## src/rtl/max_pool_2x2_stream_pkg.sv

```systemverilog
// Shared types and constants for the pooling/conv datapath: FP32 word width,
// common FP32 constants and counter-width helpers.
package max_pool_2x2_stream_pkg;

  localparam int DATA_WIDTH = 32;

  localparam logic [31:0] FP_ZERO = 32'h0000_0000;
  localparam logic [31:0] FP_ONE  = 32'h3F80_0000;

  // Width of a counter covering 0..n-1, never narrower than one bit.
  function automatic int cnt_w(input int n);
    return (n > 1) ? $clog2(n) : 1;
  endfunction

endpackage

```

## src/rtl/max_pool_2x2_stream_fp_max.sv

```systemverilog
// Combinational maximum of two IEEE-754 words by sign/magnitude compare;
// +0 beats -0, NaN/Inf ordering is not meaningful.
module max_pool_2x2_stream_fp_max
  import max_pool_2x2_stream_pkg::*;
#(
  parameter int DW = max_pool_2x2_stream_pkg::DATA_WIDTH
) (
  input  logic [DW-1:0] a,
  input  logic [DW-1:0] b,
  output logic [DW-1:0] y
);

  always_comb begin
    y = b;
    case ({a[DW-1], b[DW-1]})
      2'b00:   y = (a > b) ? a : b;
      2'b11:   y = (a < b) ? a : b;
      2'b01:   y = a;
      default: y = b;
    endcase
  end

endmodule

```

## src/rtl/max_pool_2x2_stream.sv

```systemverilog
// 2x2 stride-2 max pooling over a raster-order FP32 pixel stream; one pooled
// word per window, emitted the cycle after the window's bottom-right pixel.
module max_pool_2x2_stream
  import max_pool_2x2_stream_pkg::*;
#(
  parameter int DATA_WIDTH = max_pool_2x2_stream_pkg::DATA_WIDTH,
  parameter int IMG_WIDTH  = 32,
  parameter int IMG_HEIGHT = 32
) (
  input  logic                  clk,
  input  logic                  rst_n,
  input  logic                  clr,
  input  logic [DATA_WIDTH-1:0] data_in,
  input  logic                  valid_in,
  output logic [DATA_WIDTH-1:0] data_out,
  output logic                  valid_out,
  output logic                  frame_done
);

  localparam int CW = cnt_w(IMG_WIDTH);
  localparam int RW = cnt_w(IMG_HEIGHT);
  localparam int LD = IMG_WIDTH / 2;
  localparam int LW = cnt_w(LD);

  if ((IMG_WIDTH % 2) != 0 || IMG_WIDTH < 2) begin : g_bad_width
    $error("max_pool_2x2_stream: IMG_WIDTH must be even and >= 2");
  end
  if ((IMG_HEIGHT % 2) != 0 || IMG_HEIGHT < 2) begin : g_bad_height
    $error("max_pool_2x2_stream: IMG_HEIGHT must be even and >= 2");
  end

  logic [CW-1:0]         col_q, col_d;
  logic [RW-1:0]         row_q, row_d;
  logic [DATA_WIDTH-1:0] hold_q, hold_d;
  logic [DATA_WIDTH-1:0] data_out_q, data_out_d;
  logic                  valid_out_q, valid_out_d;
  logic                  frame_done_q, frame_done_d;
  logic [DATA_WIDTH-1:0] linebuf_q [LD];
  logic [DATA_WIDTH-1:0] linebuf_d [LD];

  logic                  col_last, row_last;
  logic [LW-1:0]         lb_idx;
  logic [DATA_WIDTH-1:0] lb_rd, h_max, v_max;

  assign col_last = (col_q == CW'(IMG_WIDTH - 1));
  assign row_last = (row_q == RW'(IMG_HEIGHT - 1));
  assign lb_idx   = LW'(col_q >> 1);
  assign lb_rd    = linebuf_q[lb_idx];

  max_pool_2x2_stream_fp_max #(.DW(DATA_WIDTH)) u_hmax (
    .a (hold_q),
    .b (data_in),
    .y (h_max)
  );

  // The odd-row read sees the pair maximum stored during the even row above.
  max_pool_2x2_stream_fp_max #(.DW(DATA_WIDTH)) u_vmax (
    .a (lb_rd),
    .b (h_max),
    .y (v_max)
  );

  always_comb begin
    col_d        = col_q;
    row_d        = row_q;
    hold_d       = hold_q;
    data_out_d   = data_out_q;
    valid_out_d  = 1'b0;
    frame_done_d = 1'b0;
    linebuf_d    = linebuf_q;
    if (clr) begin
      col_d      = '0;
      row_d      = '0;
      hold_d     = DATA_WIDTH'(FP_ZERO);
      data_out_d = DATA_WIDTH'(FP_ZERO);
    end else if (valid_in) begin
      col_d = col_last ? '0 : col_q + 1'b1;
      if (col_last) begin
        row_d = row_last ? '0 : row_q + 1'b1;
      end
      if (!col_q[0]) begin
        hold_d = data_in;
      end else if (!row_q[0]) begin
        linebuf_d[lb_idx] = h_max;
      end else begin
        data_out_d   = v_max;
        valid_out_d  = 1'b1;
        frame_done_d = col_last && row_last;
      end
    end
  end

  always_ff @(posedge clk or negedge rst_n) begin
    if (!rst_n) begin
      col_q        <= '0;
      row_q        <= '0;
      hold_q       <= DATA_WIDTH'(FP_ZERO);
      data_out_q   <= DATA_WIDTH'(FP_ZERO);
      valid_out_q  <= 1'b0;
      frame_done_q <= 1'b0;
    end else begin
      col_q        <= col_d;
      row_q        <= row_d;
      hold_q       <= hold_d;
      data_out_q   <= data_out_d;
      valid_out_q  <= valid_out_d;
      frame_done_q <= frame_done_d;
    end
  end

  // Line buffer holds data only; every entry is rewritten before it is read.
  always_ff @(posedge clk) begin
    linebuf_q <= linebuf_d;
  end

  assign data_out   = data_out_q;
  assign valid_out  = valid_out_q;
  assign frame_done = frame_done_q;

endmodule
```

## config.mk

```make
export PLATFORM = sky130hd
export DESIGN_NAME = max_pool_2x2_stream
export DESIGN_NICKNAME = d
export VERILOG_FILES = /design/src/rtl/max_pool_2x2_stream_pkg.sv /design/src/rtl/max_pool_2x2_stream_fp_max.sv /design/src/rtl/max_pool_2x2_stream.sv
export SDC_FILE = /design/constraint.sdc
export NUM_CORES = 1
export LEC_CHECK = 0
export CELL_PAD_IN_SITES_DETAIL_PLACEMENT = 1
export CELL_PAD_IN_SITES_GLOBAL_PLACEMENT = 2
export CORE_ASPECT_RATIO = 1.1
export CORE_MARGIN = 2
export CORE_UTILIZATION = 35
export CTS_CLUSTER_SIZE = 20
export DETAILED_ROUTE_END_ITERATION = 10
export MAX_ROUTING_LAYER = met4
export PLACE_DENSITY_LB_ADDON = 0.1
export SETUP_SLACK_MARGIN = 0.15
export SLEW_MARGIN = 20
export SYNTH_ARGS = -nofsm -noshare
export SYNTH_HDL_FRONTEND = slang
export SYNTH_SLANG_ARGS = --single-unit
export TNS_END_PERCENT = 100
```

## constraint.sdc

```tcl
create_clock -name clk -period 8.6 [get_ports clk]
set_input_delay 0.86 -clock clk [delete_from_list [all_inputs] [get_ports clk]]
set_output_delay 0.86 -clock clk [all_outputs]
set_load 0.01 [all_outputs]
```

# Word-level counts from Yosys, hierarchy flattened
# Index checks and enable logic that the tools add are counted.
totals:
  inputBits: 36
  register_bits: 588
  out_inout_bits: 34
op_classes:
  mux: 34
  eq_ne: 7
  reduce_logical: 12
  bitwise: 3
  magnitude_cmp: 6
  n_addsub: 2
ops:
  columns: ["op", "count"]
  rows:
  - ["$bwmux 512", 1]
  - ["$mux 32", 14]
  - ["$pmux 32 s3", 2]
  - ["$bmux 32 s4", 1]
  - ["$demux 32 s4", 1]
  - ["$gt 32x32->1", 2]
  - ["$lt 32x32->1", 2]
  - ["$mux 5", 7]
  - ["$add 5x1->5 const B", 2]
  - ["$eq 5x5->1 const B", 2]
  - ["$mux 1", 8]
  - ["$reduce_bool 2->1", 4]
  - ["$ge 5x5->1 const B", 1]
  - ["$lt 5x1->1 const B", 1]
  - ["$not 4->5", 1]
  - ["$eq 2x1->1 const B", 2]
  - ["$eq 2x2->1 const B", 2]
  - ["$logic_not 2->1", 2]
  - ["$reduce_and 2->1", 2]
  - ["$reduce_and 4->1", 1]
  - ["$reduce_and 3->1", 1]
  - ["$logic_and 1x1->1", 2]
  - ["$ne 2x2->1 const B", 1]
  - ["$not 1->1", 2]

# Logic depth before layout (Yosys ltp)
# Gate-level depths: netlist of run 1.
logic_depth:
  word_depth: 11
  mapped_depth: 26
  ltp_nobuf: 24

# By module
# From an unflattened synthesis of run 1, not the netlist that was laid out.
hier_totals:
  cells_unflattened: 1603
  hier_area_um2: 26165.1
by_module_without_submodules:
  columns: ["module", "area_each_um2", "cells_per_inst", "seq_area_each_um2", "n_inst"]
  rows:
  - ["max_pool_2x2_stream", 22068.7, 1017, 17276.6, 1]
  - ["max_pool_2x2_stream_fp_max", 2048.2, 293, 0.0, 2]

# Least setup slack after synthesis of run 1
# OpenSTA, ideal clock, no wires.
synth_timing:
  kind: "input to register"
  startpoint: "input port data_in[11]"
  endpoint: "register data_out_q[10] (netlist: data_out[10])"
  required_time_ns: 8.472
  cell_stages: 26
  arrival_ns: 6.763
  n_path_buf: 3
  path_slack_ns: 1.709
  cell_sequence: "inv_1 > ha_1 > a21oi_1 > nor2_1 > or3_4 > o41ai_4 > nand3_1 > a31oi_1 > clkbuf_1 > a21oi_1 > a21oi_1 > inv_1 > ha_1 > nand2_1 > or4_1 > nor4_1 > o211a_1 > o21ai_1 > nand4_1 > a41oi_2 > or3b_1 > buf_6 > and2_4 > buf_6 > a21oi_1 > o21ai_1"
synth_via:
  elab_chain_cells: 10
  elab_cells_between_ends: 17
  cone_classes: "4 x order compare; 2 x eq/ne; 10 x mux; 1 x reduce/logical"
synth_lines:
  columns: ["element", "line_no", "text"]
  rows:
  - ["start: declaration", "max_pool_2x2_stream.sv:13", "input logic [DATA_WIDTH-1:0] data_in,"]
  - ["$lt 32x32->1 / $gt 32x32->1 (equally long branches)", "max_pool_2x2_stream_fp_max.sv:17, max_pool_2x2_stream_fp_max.sv:16", null]
  - ["$mux 32 (on tied branches)", "max_pool_2x2_stream_fp_max.sv:17, max_pool_2x2_stream_fp_max.sv:16", null]
  - ["$pmux 32 s3 (*)", "max_pool_2x2_stream_fp_max.sv:15", "case ({a[DW-1], b[DW-1]})"]
  - ["via h_max[27]", "max_pool_2x2_stream.sv:43", "logic [DATA_WIDTH-1:0] lb_rd, h_max, v_max;"]
  - ["$lt 32x32->1 / $gt 32x32->1 (equally long branches)", "max_pool_2x2_stream_fp_max.sv:17, max_pool_2x2_stream_fp_max.sv:16", null]
  - ["$mux 32 (on tied branches)", "max_pool_2x2_stream_fp_max.sv:17, max_pool_2x2_stream_fp_max.sv:16", null]
  - ["$pmux 32 s3 (*)", "max_pool_2x2_stream_fp_max.sv:15", null]
  - ["$mux 32 (*)", "max_pool_2x2_stream.sv:83", "end else if (!row_q[0]) begin"]
  - ["$mux 32 (*)", "max_pool_2x2_stream.sv:81", "if (!col_q[0]) begin"]
  - ["$mux 32 (*)", "max_pool_2x2_stream.sv:76", "end else if (valid_in) begin"]
  - ["$mux 32 (*)", "max_pool_2x2_stream.sv:71", "if (clr) begin"]
  - ["end signal: assignment", "max_pool_2x2_stream.sv:98", "data_out_q <= DATA_WIDTH'(FP_ZERO);"]
  - ["end signal: assignment", "max_pool_2x2_stream.sv:105", "data_out_q <= data_out_d;"]
  - ["end: declaration", "max_pool_2x2_stream.sv:35", "logic [DATA_WIDTH-1:0] data_out_q, data_out_d;"]
# Mark *: on every way through the listed nets, which the timed path passes. The rest lies on a longest branch. The select of a mux whose other input is x is not followed.
# A chain may end at the register's enable or synchronous reset.

# Final worst setup path of run 1
layout_timing:
  startpoint: "input port data_in[31]"
  endpoint: "register data_out_q[18] (netlist: data_out[18])"
# Same word-level chain as after synthesis.

==> impl_metrics.ini, run 1 <==
[drt]
detailed_route_wire_length_per_cell_um = 27.89
vias_per_cell = 5.519
drt-pass1-iter-count = 5
detail_route.wirelength_um = 73490
drcViolationCount = 0
met3_length_um = 2894
starting_drc_count_in_detailed_routing = 1014
route.layer.met1.wl_um = 33290
wl_met2_um = 36220
route.vias.total = 14543
postRouteAntennaNets = 0
highest_layer = met4

[clocking]
cts_tree = yes
clkLatencyLatePin_ns = 0.61
post_cts_resize_count = 0
tritoncts_buffer_count = 66
cts_setup_buffers = 0
cts_buffer_depth = 3
cts.clk_slew.worst_paths_ns = 0.07
clock_tree_root_buffer_cell = clkbuf_16
cts_htree_levels = 3
cts-hold-fix-buffers = 0
clock_sink_count = 588

[layout]
drive_above_1_share_pct = 21.72
utilization_pct = 41.56
syn_to_final_growth_pct = 17.33
nNetsFinal = 1748
insertedDiodeCount = 0

[floorplan]
die_w_um = 261.2
placementRows = 103
floorplan.core_area_um2 = 71910
start_util_pct = 35.42
die_area_um2 = 74950
die_height_um = 286.9
ports_placed_on_the_boundary = 70

[yosys]
post_synth.cell_area_avg_um2 = 16.92
synth-seq-area-share_pct = 67.83
synthesis.instances = 1505
yosys-top-cells-area = edfxtp_1 (60%), mux4_2 (14%), dfrtp_1 (7.5%), ha_1 (3.7%), a21oi_1 (2.4%)
yosys_top_cell_by_area = edfxtp_1
synth.most_common_cell = edfxtp_1
netlist_top_cells_count = edfxtp_1 (512), mux4_2 (159), a21oi_1 (123)
synth_area_um2 = 25470
synthArstFlopShare_pct = 12.93
synth_nets = 1617
synthFlopType = edfxtp_1
synth_seq_cells = 588
synth_largest_type_area_fraction_pct = 60.37
post_synth_num_cell_types = 65
ys.warnings.count = 0
synth-edff-count = 512

[timing]
timing.final.crit_period_ns = 7.749
hold_violations = 0
slew_violations = 0
final.setup_skew_ns = 0.02573
relSlewSlack_pct = 41.16
fin_setup_tns_ns = 0
report.final.setup_viol = 0
fin_crit_sh_pct = 90.11
rsz_0062_raised_after_global_routing = no
worst_slew_pin_tran_ns = 0.8734
max_freq_mhz = 129.0

[grt]
globalRouteOverflowTotal = 0
antenna_found_initial = 0
grt_first_pass_wirelength_um = 108600
vias_in_the_first_global_route = 15468
grt_util_all_layers_pct = 20.81
grt_max_degree = 72

[flow_run]
max-cap-violations = 0

[place]
io_buf_count = 69
gp_congestion = 0.7654
place_hpwl_um = 43500

[setup_path]
startpoint_type = input pin
setup.worst_path.start = data_in[31]
worstReg2RegStart = hold_q[31]
worstPathRequired_ns = 9.11
critPathKind = input pin to register
crit_arrival_ns = 8.26
crit_path_max_fanout = 23
critical_path_end_type = register

[power]
cellLeakagePower_nw = 10.06
irDropWorstVdd_mv = 0.1510
power.density_nw_per_um2 = 221.4

[status]
status = finished clean

[min_path]
hold_path.class = input pin to asynchronous set/reset pin
==> cell usage in the layout, fill, tap and decap left out, types with 8 or more instances in the layout <==
master / count
a21oi_1: 122
edfxtp_1: 512
o21ai_1: 25
o31ai_1: 32
clkdlybuf4s50_1: 67
o221ai_1: 8
clkbuf_8: 8
nor2_4: 12
nand2_1: 98
clkbuf_1: 20
a21o_1: 14
nand3_1: 17
nor2_1: 25
nor3_1: 10
inv_1: 81
dfrtp_1: 72
nand4_1: 10
buf_4: 66
a22oi_1: 34
and3_1: 9
clkinv_2: 11
mux4_2: 159
o21ai_0: 26
clkbuf_16: 68
ha_1: 76
==> metrics by stage <==
step                cells  hold WS [ns]  worst slack (ns)  area (um^2)  power, mW
finish               2635        0.2645            0.8507        29880      6.615
global route         2635        0.2654            0.4660        29880      6.869
CTS                  2635        0.2579            0.7655        29880      6.709
detailed placement   2513        0.5151            0.1614        27720      3.864
global placement     2513        0.5044            0.3425        27720      3.852
floorplan            1505        0.4747             1.709        25470      3.622
==> sequential cells by signal, summed over array words and instances (netlist names) <==
signal      cells
valid_out       1
frame_done      1
row_q           5
linebuf_q     512
data_out       32
col_q           5
hold_q         32
==> critical path, cell delays in order <==
cell and delay, ns:
clkdlybuf4s50_1 0.54, inv_1 0.12, ha_1 0.37, nand4b_1 0.37, nor4_2 0.69, o41ai_4 0.24, a21o_1 0.27, a31oi_2 0.54
a21oi_1 0.14, a21oi_1 0.45, inv_1 0.10, ha_1 0.31, nand2_1 0.05, or4_1 0.55, nor4_1 0.71, o211a_1 0.28
o21ai_1 0.07, nand4_1 0.10, a41oi_2 0.06, or3b_1 0.60, o22ai_4 0.21, buf_4 0.35, a22oi_1 0.15, o21ai_0 0.12
==> where the power goes <==
part	leakage [nW]	internal (mW)	switching [mW]
logic	3.30	0.208	0.368
registers	5.70	3.19	0.0278
clock network	1.06	1.66	1.16
total	10.1	5.06	1.56
==> layer usage <==
metal  vias to the layer above  global-route usage (%)
li1                       6314                       -
met1                      7860                   28.43
met2                       291                   33.21
met3                        78                   2.972
met4                         0                   4.574
met5                         -                       -
==> worst paths after layout <==
check,to,slack (ns),depth (start not counted)
setup reg to reg,data_out[18],1.24,23
max in group asynchronous,col_q[1],7.11,2
min in group clk,data_out[31],0.52,1
hold / removal,hold_q[3],0.26,1
setup / recovery,data_out[18],0.85,24
hold reg to reg,data_out[31],0.52,1
==> area by class of cell <==
| class | count | area (um^2) |
|---|---|---|
| fill | 7057 | 42030 |
| sequential | 588 | 17290 |
| multi-input combinational | 762 | 7729 |
| clock buffer | 96 | 1887 |
| timing repair buffer | 136 | 1211 |
| tap | 945 | 1182 |
| inverter | 82 | 307.8 |
| clock inverter | 26 | 277.8 |
==> cells by family (layout without fill, tap and decap cells) <==
group	count (synthesis)	after routing	share of synthesized area, %
mux	163	163	14.22
buf+inv	155	340	2.437
fa+ha+maj	76	76	3.734
simple gates	222	222	4.181
compound gates	301	301	7.595
flops	588	588	67.83
Note: power is estimated with default switching activity, not from simulation.
==> run 2: changes to the inputs <==
TNS_END_PERCENT = not set   (was 100)
==> results of run 2 <==
No change in the layout: final DEF, timing and power equal those of run 1.
==> run 3: changes to the inputs <==
CORE_ASPECT_RATIO = not set   (was 1.1)
CORE_MARGIN = not set   (was 2)
CORE_UTILIZATION = 30   (was 35)
==> run 3 against run 2 <==
Against the previous run: power rose by 0.19%; first-iteration DRC count fell by 2.7%; global-route usage shrank 1.8 points; worst setup slack better by 0.24 ns; largest power group unchanged; sequential cell count did not move; cell count up 7.3%; critical endpoint is now data_out[21]; final area grew 0.78%; sequential power hardly changed; die area grew 15%; clock skew shrank 0.0020 ns; register-to-register slack improved by 0.27 ns.
==> impl_metrics.ini, run 3 (synthesis gave the netlist of run 1 again) <==
[layout]
insertedDiodeCount = 0
largest_register = linebuf_q
nNetsFinal = 1754
commonest_cells_after_routing_fill_and_taps_aside = edfxtp_1 (512), mux4_2 (159), a21oi_1 (122), nand2_1 (98), inv_1 (81)
seq_area_um2 = 17290
syn_to_final_growth_pct = 18.25
drive_above_1_share_pct = 21.13
multiInputGateArea_um2 = 7729
layout.cells.most_common = edfxtp_1
flip_flop_count_of_the_largest_register_all_copies_and_words_added = 512
filler_cell_count = 8519
final_cell_count_no_fill = 2828

[power]
irDropWorstVdd_mv = 0.1345
cellLeakagePower_nw = 10.04
power.density_nw_per_um2 = 220.0

[timing]
relSlewSlack_pct = 30.30
max_freq_mhz = 133.1
fin_setup_tns_ns = 0
worst_slew_pin_tran_ns = 1.045
rsz_0062_raised_after_global_routing = no
hold_violations = 0
final.setup_skew_ns = 0.02376
final_critical_path_setup_slack_ns = 1.089
timing.final.crit_period_ns = 7.511
fin_crit_sh_pct = 87.33
slew_violations = 0
report.final.setup_viol = 0

[setup_path]
critPathCapture = data_out[21]
startpoint_type = input pin
critical_path_end_type = register
timing.rr.end = data_out[21]
critPathKind = input pin to register
worstPathRequired_ns = 9.08
setup.worst_path.start = data_in[31]
worstReg2RegStart = hold_q[31]
reg2regPathDepth = 22
crit_path_max_fanout = 22
ff2ff_setup_slack_ns = 1.51
crit_arrival_ns = 7.99

[grt]
grt_util_all_layers_pct = 19.03
globalRouteOverflowTotal = 0
antenna_found_initial = 0
vias_in_the_first_global_route = 15515
grt_first_pass_wirelength_um = 113100
grt_max_degree = 67

[drt]
met3_length_um = 2397
wl_met2_um = 38310
postRouteAntennaNets = 0
detailed_route_wire_length_per_cell_um = 27.64
drcViolationCount = 0
route.vias.total = 14403
drt-pass1-iter-count = 4
detail_route.wirelength_um = 78160
highest_layer = met4
route.layer.met1.wl_um = 36080
starting_drc_count_in_detailed_routing = 987
vias_per_cell = 5.093

[place]
io_buf_count = 69
gp_congestion = 0.7687
dp_cells = 2705
pre_cts_slack_ns = 0.4254
place_hpwl_um = 47570

[floorplan]
die_w_um = 293.4
placementRows = 106
ports_placed_on_the_boundary = 70
floorplan.core_area_um2 = 83820
die_height_um = 293.4
die_area_um2 = 86070
start_util_pct = 30.39

[status]
status = finished clean

[min_path]
hold_path.class = input pin to asynchronous set/reset pin

[clocking]
clock_tree_root_buffer_cell = clkbuf_16
clock_sink_count = 588
cts-hold-fix-buffers = 0
post_cts_resize_count = 0
cts.clk_slew.worst_paths_ns = 0.06
tritoncts_buffer_count = 69
cts_setup_buffers = 0
clkLatencyLatePin_ns = 0.61
cts_tree = yes
cts_buffer_depth = 3
cts_htree_levels = 3

[flow_run]
max-cap-violations = 0
-- run 3: report_power, final --
group          switching (mW)  internal [mW]
logic                   0.381          0.211
clock network            1.16           1.65
registers              0.0268           3.19
-- run 3: layer usage --
layer	track usage, %	up-vias
li1	-	6338
met1	25.47	7723
met2	30.80	264
met3	2.269	78
met4	4.840	0
met5	-	-
-- run 3: area by class of cell --
type	count	area share, %
sequential	588	57.41
inverter	82	1.022
tap	1134	4.711
clock buffer	101	6.414
timing repair buffer	139	4.096
multi-input combinational	762	25.66
clock inverter	22	0.6896
-- run 3: worst min path at each step --
stage                            start            to  slack (ns)
final                            rst_n    hold_q[26]        0.19
after global routing             rst_n    hold_q[26]        0.19
after CTS                        rst_n    hold_q[26]        0.18
after detailed placement  data_out[31]  data_out[31]        0.49
after global placement    data_out[31]  data_out[31]        0.49
after floorplan              hold_q[2]     hold_q[2]        0.47
-- run 3: critical path, cell delays in order --
cell	delay [ns]
clkdlybuf4s50_1	0.54
inv_1	0.11
ha_1	0.33
nand4b_1	0.28
nor4_2	0.73
o41ai_4	0.27
a21o_1	0.28
a31oi_2	0.60
a21oi_1	0.16
a21oi_1	0.44
inv_1	0.10
ha_1	0.32
nand2_1	0.08
or4_1	0.59
nor4_1	0.50
o211a_1	0.26
o21ai_1	0.08
nand4_1	0.11
a41oi_2	0.05
or3b_1	0.61
and2_4	0.37
a21oi_1	0.21
o21ai_1	0.10
-- run 3: metrics by stage --
step / area, um^2 / hold slack (ns) / power, mW / util, %
after detailed placement: 27980 / 0.4850 / 3.880 / 33.38
after CTS: 30120 / 0.1796 / 6.731 / 35.93
final: 30120 / 0.1853 / 6.627 / 35.93
after global routing: 30120 / 0.1949 / 6.873 / 35.93
after global placement: 27980 / 0.4919 / 3.869 / 33.38
after floorplan: 25470 / 0.4747 / 3.622 / -
